==> config.mk <==
export PLATFORM = sky130hd
export DESIGN_NAME = mem_arbiter
export DESIGN_NICKNAME = d
export VERILOG_FILES = /design/src/rtl/mem_arbiter.sv
export SDC_FILE = /design/constraint.sdc
export NUM_CORES = 1
export LEC_CHECK = 0
export CORE_MARGIN = 4
export CORE_UTILIZATION = 40
export CTS_BUF_LIST = sky130_fd_sc_hd__clkbuf_8
export DETAILED_ROUTE_END_ITERATION = 10
export PLACE_DENSITY = 0.81
export SETUP_SLACK_MARGIN = 0.1
export SLEW_MARGIN = 20
export SYNTH_ARGS = -nofsm -noshare
export SYNTH_HDL_FRONTEND = slang
export SYNTH_SLANG_ARGS = --single-unit
==> constraint.sdc <==
create_clock -name i_clk -period 2 [get_ports i_clk]
set_input_delay 0.4 -clock i_clk [delete_from_list [all_inputs] [get_ports i_clk]]
set_output_delay 0.4 -clock i_clk [all_outputs]
set_load 0.02 [all_outputs]
==> src/rtl/mem_arbiter.sv <==
// rtl/mem_arbiter.sv - two-requester (CPU/DMA) memory arbiter with fixed wait-state accesses.
// Optional round-robin arbitration enabled by defining MEM_ARB_RR_EN (default: CPU fixed priority).
module mem_arbiter #(
  parameter int WAIT_STATES = 1
) (
  input  logic        i_clk,
  input  logic        i_rst,
  input  logic        i_CPU_req,
  input  logic        i_CPU_we,
  input  logic        i_CPU_be,
  input  logic [18:0] i_CPU_addr,
  input  logic [15:0] i_CPU_write,
  output logic [15:0] o_CPU_read,
  output logic        o_CPU_ack,
  input  logic        i_DMA_req,
  input  logic        i_DMA_we,
  input  logic        i_DMA_be,
  input  logic [18:0] i_DMA_addr,
  input  logic [15:0] i_DMA_write,
  output logic [15:0] o_DMA_read,
  output logic        o_DMA_ack,
  output logic [18:0] o_MEM_addr,
  output logic [15:0] o_MEM_write,
  output logic        o_MEM_be,
  output logic        o_MEM_we,
  output logic        o_MEM_re,
  input  logic [15:0] i_MEM_read,
  output logic        o_grant
);

  typedef enum logic [1:0] {IDLE, ACCESS, ACK} state_t;

  state_t      state_q, state_d;
  logic [3:0]  cnt_q, cnt_d;
  logic        grant_q, grant_d;
  logic [18:0] mem_addr_q, mem_addr_d;
  logic [15:0] mem_write_q, mem_write_d;
  logic        mem_be_q, mem_be_d;
  logic        mem_we_q, mem_we_d;
  logic        mem_re_q, mem_re_d;
  logic [15:0] cpu_read_q, cpu_read_d;
  logic [15:0] dma_read_q, dma_read_d;
  logic        cpu_ack_q, cpu_ack_d;
  logic        dma_ack_q, dma_ack_d;
  logic        pick_dma;

`ifdef MEM_ARB_RR_EN
  // last_q = 1 means DMA was granted last, so a tie goes to the CPU
  logic last_q, last_d;
  assign pick_dma = i_DMA_req & (~i_CPU_req | ~last_q);
`else
  assign pick_dma = i_DMA_req & ~i_CPU_req;
`endif

  always_comb begin
    state_d     = state_q;
    cnt_d       = cnt_q;
    grant_d     = grant_q;
    mem_addr_d  = mem_addr_q;
    mem_write_d = mem_write_q;
    mem_be_d    = mem_be_q;
    mem_we_d    = mem_we_q;
    mem_re_d    = mem_re_q;
    cpu_read_d  = cpu_read_q;
    dma_read_d  = dma_read_q;
    cpu_ack_d   = 1'b0;
    dma_ack_d   = 1'b0;
`ifdef MEM_ARB_RR_EN
    last_d      = last_q;
`endif
    case (state_q)
      IDLE: begin
        if (i_CPU_req || i_DMA_req) begin
          state_d     = ACCESS;
          cnt_d       = 4'(WAIT_STATES);
          grant_d     = pick_dma;
          mem_addr_d  = pick_dma ? i_DMA_addr  : i_CPU_addr;
          mem_write_d = pick_dma ? i_DMA_write : i_CPU_write;
          mem_be_d    = pick_dma ? i_DMA_be    : i_CPU_be;
          mem_we_d    = pick_dma ? i_DMA_we    : i_CPU_we;
          mem_re_d    = pick_dma ? ~i_DMA_we   : ~i_CPU_we;
`ifdef MEM_ARB_RR_EN
          last_d      = pick_dma;
`endif
        end
      end
      ACCESS: begin
        if (cnt_q == 4'd0) begin
          state_d = ACK;
          if (mem_re_q) begin
            if (grant_q) dma_read_d = i_MEM_read;
            else         cpu_read_d = i_MEM_read;
          end
          dma_ack_d   = grant_q;
          cpu_ack_d   = ~grant_q;
          mem_addr_d  = '0;
          mem_write_d = '0;
          mem_be_d    = 1'b0;
          mem_we_d    = 1'b0;
          mem_re_d    = 1'b0;
        end else begin
          cnt_d = cnt_q - 4'd1;
        end
      end
      ACK:     state_d = IDLE;
      default: state_d = IDLE;
    endcase
  end

  always_ff @(posedge i_clk) begin
    if (i_rst) begin
      state_q     <= IDLE;
      cnt_q       <= '0;
      grant_q     <= 1'b0;
      mem_addr_q  <= '0;
      mem_write_q <= '0;
      mem_be_q    <= 1'b0;
      mem_we_q    <= 1'b0;
      mem_re_q    <= 1'b0;
      cpu_read_q  <= '0;
      dma_read_q  <= '0;
      cpu_ack_q   <= 1'b0;
      dma_ack_q   <= 1'b0;
`ifdef MEM_ARB_RR_EN
      last_q      <= 1'b1;
`endif
    end else begin
      state_q     <= state_d;
      cnt_q       <= cnt_d;
      grant_q     <= grant_d;
      mem_addr_q  <= mem_addr_d;
      mem_write_q <= mem_write_d;
      mem_be_q    <= mem_be_d;
      mem_we_q    <= mem_we_d;
      mem_re_q    <= mem_re_d;
      cpu_read_q  <= cpu_read_d;
      dma_read_q  <= dma_read_d;
      cpu_ack_q   <= cpu_ack_d;
      dma_ack_q   <= dma_ack_d;
`ifdef MEM_ARB_RR_EN
      last_q      <= last_d;
`endif
    end
  end

  assign o_CPU_read  = cpu_read_q;
  assign o_CPU_ack   = cpu_ack_q;
  assign o_DMA_read  = dma_read_q;
  assign o_DMA_ack   = dma_ack_q;
  assign o_MEM_addr  = mem_addr_q;
  assign o_MEM_write = mem_write_q;
  assign o_MEM_be    = mem_be_q;
  assign o_MEM_we    = mem_we_q;
  assign o_MEM_re    = mem_re_q;
  assign o_grant     = grant_q;

endmodule

==> summary.txt <==
Floorplanning
  • Starting density of the core: 41.08%
  • Die Footprint: 9381 sq um
  • Chip height: 96.86 microns
  • I/O pin count: 167
  • Std cell rows: 32
  • Core area: 7687 sq um
  • Die width: 96.86 microns

Run
  • Max_cap viols: 0

Detailed routing
  • Drc violations: 0
  • Initial drt markers: 78
  • Avg Vias per Cell: 5.184
  • Vias: 3240
  • Final WL: 9.811 mm
  • Post-detailed-route count of antenna-violating nets: 0
  • WL per Instance: 15.70 microns
  • DRT Pass-1 Iters: 4

Synth
  • Largest cells by area after synthesis: dfxtp_1, a21oi_1, o2bb2ai_1, nand2_1, and3_1
  • Post-synth ARST share: 0%
  • Unique masters post-synth: 36
  • Synth warn: 0
  • Syn_nets: 450
  • Top-area cell type share of the netlist area: 50.08%
  • Count leader, synth: dfxtp_1
  • Syn avg cell area: 8.921 sq um
  • Synth top cells by count: dfxtp_1, nand2_1, a21oi_1
  • Leading area contributor after synthesis: dfxtp_1
  • Top_reg_cell synth: dfxtp_1
  • Synth Cell Area: 3158 sq um
  • Post-synthesis sequential area ratio: 50.08%
  • Number of synthesized register bits: 79
  • Post-synthesis instance total: 354
  • Post-synth EDFFs: 0

Global routing
  • First-pass GRT wire length: 15.82 mm
  • Largest net degree at the start of global routing: 37
  • GRT Total Usage: 20.07%
  • Initial antenna violation count: 0
  • Gr ovfl total: 0
  • Vias in the first global route: 3345

Timing
  • Final setup vio count: 0
  • Maximum clock frequency: 551.0 MHz
  • Least-Margin Pin Slew: 0.5355 ns
  • RSZ-0062 raised after global routing: false
  • Fin Setup TNS: 0 ns
  • Max_slew headroom: 64.23%
  • Fin crit share: 90.74%
  • Final Skew: 0.01336 ns
  • Hold Vio Cnt, Final: 0
  • Final worst path period need: 1.815 ns
  • Max Slew Vio Count: 0

Pwr
  • Pwr Density: 716.1 nW/um^2
  • Leakage Power: 1.893 nW
  • Max IR drop VDD: 355.3 uV

Clocking
  • Later-pin clock latency in the skew report: 0.33 ns
  • H-tree depth: 3
  • TritonCTS clock tree: yes
  • Root Buffer: clkbuf_8
  • Clk buf depth: 2
  • Clock transition at path regs: 0.08 ns
  • Num CTS Buffers: 9
  • Clk sinks: 79
  • Hold-fix buffers at CTS: 0

Critical path
  • Reg2Reg Launch Point: cnt_q[0]$_SDFFE_PP0P_
  • R2r endpoint: o_DMA_read[13]$_SDFFE_PP0P_
  • Crit path capture type: flip-flop
  • Critical Path Fanout Max: 16
  • Worst reg-to-reg path cell count: 6
  • Worst Setup Start Kind: flip-flop
  • Critical path type: flip-flop to flip-flop
  • FF-to-FF setup slack: 0.19 ns
  • Crit path DAT: 2.02 ns
  • CP required: 2.20 ns

Final layout
  • Design area: 5135 sq um
  • Area occupied by multi-input gates: 1445 sq um
  • Nets@finish: 615
  • FF+latch area: 1582 sq um
  • Antenna fix cells: 0
  • P&R area growth vs syn: 62.60%
  • Filler cells: 660
  • Share of cells above drive strength 1: 7.075%

Placement
  • Final Wtd Congestion: 0.7804
  • Hpwl dp: 7.425 mm
  • Number of port buffers: 166
  • Placed Area: 4965 sq um

Worst hold path
  • Hold path start: o_DMA_read[7]$_SDFFE_PP0P_
  • Hold Crit Depth: 2
  • Hold path endpoint: o_DMA_read[7]$_SDFFE_PP0P_
  • Worst min path class: flip-flop to flip-flop

Status
  • Status: finished, final reports clean
[flip-flops by register name, summed over array words and instances, names as in the netlist]
signal and count:
state_q 2, o_MEM_write 16, o_DMA_read 16, o_CPU_read 16, o_MEM_re 1, o_CPU_ack 1, o_MEM_be 1, o_MEM_we 1
cnt_q 4, o_grant 1, o_DMA_ack 1, o_MEM_addr 19
[layer usage]
layer	track usage (%)	share of wire [%]	up-vias
met3	6.777	8.8	9
met4	5.616	1.2	0
met2	34.98	49	131
met5	0	0	-
li1	-	-	1593
met1	23.39	41	1507
[repair_timing]
| action | CTS | global route |
|---|---|---|
| resized for setup | 2 | 2 |
| endpoints found under the hold margin | 0 | 0 |
| buffers inserted | 0 | 0 |
| setup endpoints to repair | 17 | 2 |
[critical path, stage by stage, from the launching register on]
cell     delay, ns
dfxtp_1       0.34
inv_1         0.08
ha_1          0.16
or3b_4        0.43
or3_4         0.50
nand2_1       0.11
a21oi_1       0.07
[logic make-up (layout without fill, tap and decap cells)]
kind of cell,after synthesis,in the layout,share of synthesized area [%]
AOI/OAI and AO/OA,118,118,24.76
adders and majority gates,2,2,0.7923
buffers and inverters,32,201,4.516
DFF,79,79,50.08
and+or+nand+nor,123,123,19.85
[cell usage in the layout, fill, tap and decap left out, drive strengths merged, types with 2 or more instances in the layout]
master and n:
a211oi 4, a21oi 66, a22oi 5, and3 32, buf 16, clkbuf 9
clkdlybuf4s50 165, clkinv 2, dfxtp 79, ha 2, inv 7, nand2 68
nor2 5, nor2b 2, nor3 4, nor4 2, o2bb2ai 36, or3 3
[final cells by class]
cell class	count	area share (%)
Multi-Input combinational cell	243	28.14
Clock buffer	9	2.412
Tap cell	102	2.485
Timing Repair Buffer	182	35.23
Sequential cell	79	30.80
Clock inverter	6	0.6335
Inverter	4	0.2924
[power by group]
part           switching, mW  internal, mW  leakage (nW)  total [mW]
logic                  0.462         0.488          1.16       0.951
clock network          0.536         0.431        0.0889       0.967
registers             0.0745          1.69         0.644        1.76
[how the worst max path moves through the flow]
stage | startpoint | endpoint | slack [ns] | cells after the start
finish | cnt_q[0]$_SDFFE_PP0P_ | o_DMA_read[13]$_SDFFE_PP0P_ | 0.19 | 6
global placement | cnt_q[0]$_SDFFE_PP0P_ | o_DMA_read[7]$_SDFFE_PP0P_ | 0.09 | 6
floorplan | cnt_q[0]$_SDFFE_PP0P_ | o_DMA_read[12]$_SDFFE_PP0P_ | 0.19 | 8
CTS | o_MEM_re$_SDFFE_PP0P_ | o_MEM_re | 0.19 | 1
global route | cnt_q[0]$_SDFFE_PP0P_ | o_DMA_read[13]$_SDFFE_PP0P_ | 0.11 | 6
detailed placement | cnt_q[0]$_SDFFE_PP0P_ | o_DMA_read[4]$_SDFFE_PP0P_ | 0.03 | 6
[per-stage QoR]
stage	hold slack [ns]	total power, mW	utilization, %	worst slack (ns)	std cells
2_1_floorplan	0.4573	2.229	-	0.1887	354
3_3_place_gp	0.4421	2.714	64.58	0.09500	610
3_5_place_dp	0.4484	2.737	64.58	0.02580	610
4_1_cts	0.4602	3.708	66.67	0.1872	625
5_1_grt	0.4790	3.859	66.80	0.1100	625
6_report	0.4564	3.677	66.80	0.1853	625
No activity file was read; power rests on OpenSTA's default activity.
